`config.mk`:
```
export PLATFORM = sky130hd
export DESIGN_NAME = imem_loader
export DESIGN_NICKNAME = d
export VERILOG_FILES = /design/src/rtl/imem_loader.sv
export SDC_FILE = /design/constraint.sdc
export NUM_CORES = 1
export LEC_CHECK = 0
export BUFFER_PORTS_ARGS = -buffer_cell sky130_fd_sc_hd__buf_4
export CAP_MARGIN = 25
export CORE_ASPECT_RATIO = 1.5
export CORE_MARGIN = 3
export CORE_UTILIZATION = 29
export DETAILED_ROUTE_END_ITERATION = 7
export PLACE_DENSITY = 0.48
export SLEW_MARGIN = 20
export SYNTH_ARGS = -nofsm -noshare
export SYNTH_HDL_FRONTEND = slang
export SYNTH_SLANG_ARGS = --single-unit
```
`constraint.sdc`:
```
create_clock -name clk -period 2.13 [get_ports clk]
set_input_delay 0.3195 -clock clk [delete_from_list [all_inputs] [get_ports clk]]
set_output_delay 0.3195 -clock clk [all_outputs]
set_load 0.03 [all_outputs]
```
`src/rtl/imem_loader.sv`:
```
// Boot loader: assembles a byte stream into big-endian words, writes them to
// instruction memory, and holds the processor in reset until the checksum verifies.
module imem_loader #(
  parameter int ADDR_W    = 8,
  parameter int BASE_ADDR = 0
) (
  input  logic              clk,
  input  logic              reset,
  input  logic              start,
  input  logic              in_valid,
  input  logic [7:0]        in_data,
  output logic              in_ready,
  output logic              imem_we,
  output logic [ADDR_W-1:0] imem_addr,
  output logic [31:0]       imem_wdata,
  output logic              cpu_reset,
  output logic              busy,
  output logic              done,
  output logic              error
);

  typedef enum logic [2:0] {IDLE, LEN, BYTE, WRITE, CHK, DONE, ERR} state_t;

  state_t      state;
  logic [8:0]  remaining;
  logic [1:0]  index;
  logic [7:0]  checksum;
  logic        transfer;

  assign transfer = in_valid && in_ready;

  // in_ready is registered alongside the state so it never depends on in_valid.
  always_ff @(posedge clk or posedge reset) begin
    if (reset) begin
      state      <= IDLE;
      cpu_reset  <= 1'b1;
      in_ready   <= 1'b0;
      imem_we    <= 1'b0;
      imem_addr  <= ADDR_W'(BASE_ADDR);
      imem_wdata <= 32'd0;
      busy       <= 1'b0;
      done       <= 1'b0;
      error      <= 1'b0;
      index      <= 2'd0;
      checksum   <= 8'd0;
      remaining  <= 9'd0;
    end else begin
      case (state)
        IDLE, DONE, ERR: begin
          if (start) begin
            state     <= LEN;
            in_ready  <= 1'b1;
            busy      <= 1'b1;
            done      <= 1'b0;
            error     <= 1'b0;
            cpu_reset <= 1'b1;
            imem_addr <= ADDR_W'(BASE_ADDR);
            checksum  <= 8'd0;
          end
        end
        LEN: begin
          if (transfer) begin
            remaining <= (in_data == 8'd0) ? 9'd256 : {1'b0, in_data};
            index     <= 2'd0;
            state     <= BYTE;
          end
        end
        BYTE: begin
          if (transfer) begin
            case (index)
              2'd0: imem_wdata[31:24] <= in_data;
              2'd1: imem_wdata[23:16] <= in_data;
              2'd2: imem_wdata[15:8]  <= in_data;
              default: imem_wdata[7:0] <= in_data;
            endcase
            checksum <= checksum ^ in_data;
            index    <= index + 2'd1;
            if (index == 2'd3) begin
              state    <= WRITE;
              in_ready <= 1'b0;
              imem_we  <= 1'b1;
            end
          end
        end
        WRITE: begin
          imem_we   <= 1'b0;
          imem_addr <= imem_addr + 1'b1;
          remaining <= remaining - 9'd1;
          index     <= 2'd0;
          in_ready  <= 1'b1;
          state     <= (remaining == 9'd1) ? CHK : BYTE;
        end
        CHK: begin
          if (transfer) begin
            in_ready <= 1'b0;
            busy     <= 1'b0;
            if (in_data == checksum) begin
              state     <= DONE;
              done      <= 1'b1;
              cpu_reset <= 1'b0;
            end else begin
              state <= ERR;
              error <= 1'b1;
            end
          end
        end
        default: begin
          state    <= IDLE;
          in_ready <= 1'b0;
          imem_we  <= 1'b0;
        end
      endcase
    end
  end

endmodule

```
# --- Yosys cells after proc, flatten, opt, wreduce, memory -nomap -nowiden ---
# Index checks and enable logic that the tools add are counted.
word_totals:
  ff_bits: 68
  inputBits: 12
  out_inout_bits: 46
  wordCells: 103
op_classes:
  addsub: 3
  n_eq_ne: 18
  n_mux: 37
  n_bitwise: 4
  n_reduce_logical: 26
op_table:
  columns: ["operator", "n"]
  rows:
  - ["8-bit case mux with 2 select lines", 2]
  - ["3-bit AND reduction", 8]
  - ["3-bit two-way mux", 6]
  - ["9-bit two-way mux", 2]
  - ["9-bit case mux with 2 select lines", 1]
  - ["8-bit two-way mux", 2]
  - ["3-bit case mux with 5 select lines", 1]
  - ["2-bit inequality test (second input constant)", 7]
  - ["1-bit two-way mux", 13]
  - ["1-bit case mux with 2 select lines", 5]
  - ["5-bit AND reduction", 2]
  - ["3-bit == test (second input constant)", 3]
  - ["9-bit by 1-bit == test with 1-bit output (second input constant)", 1]
  - ["9-bit by 1-bit subtractor with 9-bit output (second input constant)", 1]
  - ["8-bit by 1-bit adder with 8-bit output (second input constant)", 1]
  - ["8-bit == test", 1]
  - ["8-bit logical NOT", 1]
  - ["4-bit AND reduction", 2]
  - ["2-bit nonzero test", 4]
  - ["8-bit bitwise XOR", 1]
  - ["3-bit by 2-bit == test with 1-bit output (second input constant)", 2]
  - ["2-bit two-way mux", 3]
  - ["2-bit case mux with 3 select lines", 1]
  - ["3-bit OR reduction", 2]
  - ["12 further kinds", 16]

# --- Longest topological paths before layout ---
# Gate-level depths: netlist of the first run.
logic_depth:
  depth_word: 4
  depth_mapped: 7
  depth_no_buf: 7

# --- Worst setup path after synthesis of the first run ---
# OpenSTA, ideal clock, no wires.
synth_timing:
  kind: "flip-flop to flip-flop"
  from: "reg remaining[0]"
  to: "reg remaining[8]"
  setup_ns: 0.121
  arrival_time_ns: 1.736
  required_ns: 2.009
  path_slack_ns: 0.273
  path_stages_with_launch: 8
  path_buffers: 0
  period_less_slack_ns: 1.857
  cell_sequence: "dfrtp_1 -> inv_1 -> ha_1 -> or3b_1 -> or3_4 -> nor3_4 -> a31oi_1 -> o22a_1"
synth_between:
  elab_chain_len: 2
synth_rtl:
  columns: ["item", "line_no", "source"]
  rows:
  - ["from (decl)", "25", "logic [8:0] remaining;"]
  - ["from (signal assigned)", "63", "remaining <= (in_data == 8'd0) ? 9'd256 : {1'b0, in_data};"]
  - ["from (signal assigned)", "88", "remaining <= remaining - 9'd1;"]
  - ["9-bit by 1-bit subtractor with 9-bit output", "88", null]
  - ["9-bit case mux with 2 select lines", "48", "case (state)"]
# Every way passes these cells.
# A chain may end at the register's enable or synchronous reset.

# --- Worst setup path after layout of the first run ---
# Ends and elaborated chain as after synthesis.

==> results.json, run 1 <==
{
  "stdcell_count": 549,
  "syn_area_mm2": 0.00349,
  "maxCapViolCount": 0,
  "synth_fp_nets": 357,
  "drive_gt1_share_pct": 25.8,
  "cts_buffers": 9,
  "antenna_cells": 0,
  "hp-class": "in2async",
  "grt_pass1_wl_um": 14200,
  "insertion_delay_ps": 340,
  "internal_power_mw": 2.25,
  "synth_edf_count": 0,
  "wl_um": 8300,
  "critPathKind": "reg2reg",
  "max-vdd-ir-drop_mv": 0.421,
  "cpMaxStageDelayCell": "dfrtp_1",
  "slew_viol_final": 0,
  "setup_viol_count_final": 0,
  "cts.path.max_buffers": 2,
  "yosysMostFrequentCell": "dfrtp_1",
  "sw_frac_of_total_pct": 22.7,
  "cts_root_buf": "clkbuf_16",
  "fin_crit_sh_pct": 92.4,
  "gp_congestion": 0.820,
  "power-per-cell-area_mw_per_mm2": 658,
  "path_max_fanout": 5,
  "yosysUniqueCellTypes": 52,
  "yosysWarnings": 0,
  "io_pins": 58,
  "die_h_um": 140,
  "dp_hpwl_um": 5850,
  "io_buffers": 57,
  "synth_top_area_share_pct": 48.0,
  "p_leak_nw": 2.18,
  "yosysSeqAreaShare_pct": 48.8,
  "setup_tns_ps": 0,
  "clock-sinks": 68,
  "slew_headroom_pct": 57.8,
  "crit_arrival_ps": 2190,
  "fillers": 1187,
  "path_cells": "inv_1 -> ha_2 -> or3b_1 -> or3_4 -> nor3_4 -> a31oi_1 -> o22a_1",
  "num_rows": 48,
  "ys_async_sr_fraction_pct": 100,
  "area_growth_pct": 26.5,
  "max_clock_freq_mhz": 508,
  "cts.clk_slew.worst_paths_ps": 60,
  "yosys-top-cells-area": "dfrtp_1 48%, mux2_1 11%, ha_1 2.9%, o21ai_0 2.9%, xor2_1 2.8%",
  "grt-ovfl-total": 0,
  "initial_utilization_pct": 30.0,
  "drc": 0,
  "slowest_delay_ps": 410,
  "skew_ps": 10.6,
  "combPwrFrac_pct": 3.6,
  "hold_viol": 0,
  "yosysTopAreaCell": "dfrtp_1",
  "seq_power_share_pct": 44.7,
  "syn_avg_cell_area_um2": 10.4,
  "die_w_um": 95.6,
  "die-area_mm2": 0.0134,
  "antenna_found_initial": 0,
  "switching_power_mw": 0.658,
  "cp-start-kind": "register",
  "viasPerCell": 4.92,
  "dp.cells": 533,
  "ys_ff_latch": 68,
  "via_count": 2699,
  "fin_crit_ps": 1970,
  "crit_path_end_kind": "register",
  "synth_common_cells": "67 x dfrtp_1, 33 x mux2_1, 20 x nand2_1, 20 x o21ai_0",
  "cp_data_required_time_ps": 2350,
  "grt_start_max_net_pins": 69,
  "cts_tree": "done",
  "fp.coreArea_mm2": 0.0117,
  "nets": 415,
  "ys.flop_type": "dfrtp_1",
  "postRouteAntennaNets": 0,
  "drtIter0Drc": 87,
  "worst_slew_pin_slew_ps": 631,
  "p_clk_share_pct": 51.6,
  "netlist_instances": 336,
  "rsz0062_at_grt": "no",
  "status": "finished, final reports clean",
  "grt_pass1_vias": 2714,
  "wl_per_cell_um": 15.1,
  "firstDrtPassIters": 4,
  "cts.htree.levels": 3,
  "grt.total_usage_pct": 13.7
}
metrics by stage:
step	cell area [µm²]	total power [mW]	worst slack, ps	util [%]	hold WS [ps]
6_report	4420	2.91	163	37.9	56.7
5_1_grt	4420	3.04	22.8	37.9	79.7
4_1_cts	4410	2.97	134	37.9	74.2
3_5_place_dp	4110	1.43	146	35.3	438
3_3_place_gp	4110	1.43	202	35.3	439
2_1_floorplan	3490	1.39	101	-	478
critical path: cells and delay by family, from the launching register on:
family,cells,cell delay [ps]
AO/OA/AOI/OAI,2,320
adder cells (fa/ha/maj),1,190
buffers and inverters,1,70
flip-flops,1,410
AND/OR/NAND/NOR,3,860
state kept, by name (all words and copies together) (netlist names):
name and cells:
checksum 8, cpu_reset 1, index 2, done 1, busy 1, imem_we 1, state 3, error 1
in_ready 1, imem_wdata 32, imem_addr 8, remaining 9
layout by cell type (no fill, tap or decap), types with 7 or more instances in the layout:
| cell | instances |
|---|---|
| a22o_1 | 9 |
| buf_4 | 67 |
| o21ai_0 | 20 |
| ha_1 | 7 |
| dfrtp_1 | 67 |
| nor2_1 | 19 |
| o21ai_1 | 11 |
| nand3_1 | 16 |
| xor2_1 | 11 |
| mux2_1 | 33 |
| a21oi_1 | 19 |
| a31oi_1 | 7 |
| nand2_1 | 20 |
| clkbuf_16 | 9 |
| inv_1 | 16 |
timing repair:
| action | 4_1_cts | 5_1_grt |
|---|---|---|
| setup endpoints to repair | 0 | 1 |
| resized for setup | 0 | 1 |
| buffers inserted | 0 | 0 |
| hold buffers | 0 | 0 |
final timing paths:
kind / from / endpoint / slack (ps) / cells after the start
worst min register to register: cpu_reset / cpu_reset / 470 / 2
max in group asynchronous: reset / cpu_reset / 1740 / 3
min in group clk: in_data[7] / imem_wdata[31] / 300 / 2
worst min-delay path: reset / remaining[3] / 60 / 3
worst max register to register: remaining[0] / remaining[8] / 160 / 7
worst max-delay path: remaining[0] / remaining[8] / 160 / 7
area by class of cell:
type                            count  area, µm²  area share [%]
Sequential cell                    68       1700            38.6
Multi-Input combinational cell    230       1640            37.1
Timing Repair Buffer               68        523            11.8
Clock buffer                       10        229            5.18
Tap cell                          150        188            4.25
Clock inverter                      6       71.3            1.61
Inverter                           17       63.8            1.44
power groups by stage:
| stage | registers (mW) | clock network (mW) | logic [mW] |
|---|---|---|---|
| global placement | 1.32 | 0 | 0.110 |
| finish | 1.30 | 1.50 | 0.106 |
| floorplan | 1.33 | 0 | 0.0550 |
| CTS | 1.30 | 1.56 | 0.111 |
| detailed placement | 1.32 | 0 | 0.110 |
| global route | 1.30 | 1.62 | 0.120 |
per-layer routing:
layer | track usage (%) | part of all wire [%] | vias up
met3 | 3.60 | 5.2 | 9
met2 | 21.6 | 49 | 58
met1 | 17.8 | 44 | 1324
met4 | 5.17 | 1.5 | 0
li1 | - | - | 1308
met5 | 0 | 0 | -
cells by family after synthesis:
logic type               after synthesis  share of synthesized area [%]
flip-flops                            68                           48.8
AND/OR/NAND/NOR                       91                           14.3
buffers and inverters                 38                           4.34
adder cells (fa/ha/maj)                9                           3.44
multiplexers                          35                           11.3
XOR/XNOR                              12                           3.01
AO/OA/AOI/OAI                         83                           14.9
(Power assumes the default switching activity.)
==> run 2: changes to the inputs <==
--- a/config.mk
+++ b/config.mk
@@ -10,7 +10,9 @@
 export CORE_ASPECT_RATIO = 1.5
 export CORE_MARGIN = 3
 export CORE_UTILIZATION = 29
+export CTS_CLUSTER_SIZE = 25
 export DETAILED_ROUTE_END_ITERATION = 7
+export GPL_ROUTABILITY_DRIVEN = 0
 export PLACE_DENSITY = 0.48
 export SLEW_MARGIN = 20
 export SYNTH_ARGS = -nofsm -noshare
==> constraint.sdc (replaced) <==
create_clock -name clk -period 1.8 [get_ports clk]
set_input_delay 0.27 -clock clk [delete_from_list [all_inputs] [get_ports clk]]
set_output_delay 0.27 -clock clk [all_outputs]
set_load 0.03 [all_outputs]
==> run 2 against run 1 <==
Against the previous run: the run now ends with setup timing left; count of clock-buffer cells in the layout is 1 higher; via count is 2.5% higher; utilization is 1.7 points higher; clock power is 17% higher; sequential share of layout area is 1.7 points lower; design area is 4.6% higher; power is 18% higher; setup slack worse by 230 ps; largest power group unchanged.
==> results.json, run 2 (synthesized netlist as in run 1, its figures left out) <==
{
  "final_cell_mix": "83 x buf_4, 66 x dfrtp_1, 33 x mux2_1, 20 x nand2_1, 20 x o21ai_0",
  "wl_um": 8780,
  "fin_crit_ps": 1860,
  "drtIter0Drc": 88,
  "fin_crit_sh_pct": 104,
  "antenna_cells": 0,
  "setup_tns_ps": -73.7,
  "p_leak_nw": 2.30,
  "insertion_delay_ps": 330,
  "num_rows": 48,
  "area_growth_pct": 32.3,
  "crit_arrival_ps": 2080,
  "path_max_fanout": 2,
  "power_mw": 3.42,
  "power-per-cell-area_mw_per_mm2": 739,
  "nets": 433,
  "die_w_um": 95.6,
  "path_cells": "inv_2 -> ha_4 -> or3b_4 -> or3_4 -> nor3_4 -> a31oi_1 -> o22a_1",
  "grt_pass1_wl_um": 14600,
  "grt.total_usage_pct": 14.0,
  "cts_tree": "done",
  "io_buffers": 57,
  "via_count": 2767,
  "post-route-util_pct": 39.6,
  "violations": "setup timing",
  "reg_top3": "imem_wdata (32), remaining (9)",
  "antenna_found_initial": 0,
  "dp.cells": 543,
  "cp_num_buf_inv": 1,
  "status": "finished, violations left",
  "max_clock_freq_mhz": 537,
  "cts_buffers": 9,
  "hold_slack_ps": 48.9,
  "maxCapViolCount": 0,
  "cpMaxStageDelayCell": "dfrtp_1",
  "worst_slack_ps": -63.8,
  "slew_viol_final": 0,
  "cts.path.max_buffers": 2,
  "fillers": 1196,
  "rsz0062_at_grt": "yes",
  "io_pins": 58,
  "hold_viol": 0,
  "slowest_delay_ps": 390,
  "fp.coreArea_mm2": 0.0117,
  "skew_ps": 5.50,
  "initial_utilization_pct": 30.0,
  "cts_root_buf": "clkbuf_16",
  "stdcell_count": 567,
  "cpLargestDelayFamily": "simple AND/OR/NAND/NOR gates",
  "cp-start-kind": "register",
  "worst_slew_pin_slew_ps": 682,
  "wl_per_cell_um": 15.5,
  "die_h_um": 140,
  "layout_commonest_cell": "buf_4",
  "dp_hpwl_um": 6240,
  "clock-sinks": 68,
  "critPathKind": "reg2reg",
  "viasPerCell": 4.88,
  "cts.htree.levels": 3,
  "grt-ovfl-total": 0,
  "cts.clk_slew.worst_paths_ps": 60,
  "max-vdd-ir-drop_mv": 0.424,
  "crit_path_end_kind": "register",
  "regMostFlops": "imem_wdata",
  "cp_data_required_time_ps": 2010,
  "slew_headroom_pct": 54.5,
  "grt_pass1_vias": 2841,
  "postRouteAntennaNets": 0,
  "firstDrtPassIters": 4,
  "grt_start_max_net_pins": 40,
  "hp-class": "in2async",
  "setup_viol_count_final": 2,
  "die-area_mm2": 0.0134,
  "drc": 0,
  "largest_reg_flops": 32,
  "drive_gt1_share_pct": 30.5
}
run 2: changes by cell type in the layout (fill, tap and decap cells not counted), moves of 2 or more:
| cell | previous run | this run |
|---|---|---|
| nand2_2 | 4 | 1 |
| nand2_4 | 0 | 3 |
| clkinvlp_4 | 2 | 4 |
| inv_1 | 16 | 14 |
| buf_4 | 67 | 83 |
run 2: per-layer routing:
metal  GRT usage [%]  share of wire, %  vias up
met5               0                 0        -
met4            4.57              0.96        0
met3            3.55               4.4        7
met2            23.9                53       55
met1            16.8                42     1363
li1                -                 -     1342
run 2: worst reg2reg max path, stage by stage (launching register included):
cell,delay (ps)
dfrtp_1,390
inv_2,80
ha_4,130
or3b_4,370
or3_4,360
nor3_4,130
a31oi_1,100
o22a_1,200
run 2: area by class of cell:
class | instances | area, µm² | share of cell area (%)
well taps | 150 | 188 | 4.06
clock buffers | 11 | 233 | 5.04
inverters | 17 | 67.6 | 1.46
repair buffers | 86 | 674 | 14.6
clock inverters | 5 | 61.3 | 1.33
multi-input cells | 230 | 1690 | 36.6
flip-flops and latches | 68 | 1700 | 36.9
run 2: stage by stage:
| step | setup slack [ps] | area (µm²) |
|---|---|---|
| floorplan | -57.3 | 3490 |
| global placement | -15.2 | 4210 |
| detailed placement | -57.8 | 4210 |
| CTS | -54.6 | 4540 |
| global route | -133 | 4620 |
| finish | -63.8 | 4620 |
run 2: final timing paths:
check / depth (start not counted) / from / to / slack [ps]
min in group clk: 2 / in_data[5] / imem_wdata[5] / 210
setup / recovery: 7 / remaining[0] / remaining[8] / -60
setup reg to reg: 7 / remaining[0] / remaining[8] / -60
hold / removal: 3 / reset / imem_wdata[0] / 50
hold reg to reg: 2 / cpu_reset / cpu_reset / 470
max in group asynchronous: 3 / reset / in_ready / 1350
run 2: repair_timing:
item	4_1_cts	5_1_grt
pin swaps	2	2
setup buffers	2	6
resized for setup	8	7
endpoints found under the setup margin	2	44
hold buffers	0	0
run 2: power breakdown:
group	internal, mW	leakage [nW]	switching, mW	total (mW)
sequential	1.53	0.898	0.00298	1.54
combinational	0.0435	1.27	0.0876	0.131
clock	1.08	0.132	0.669	1.75
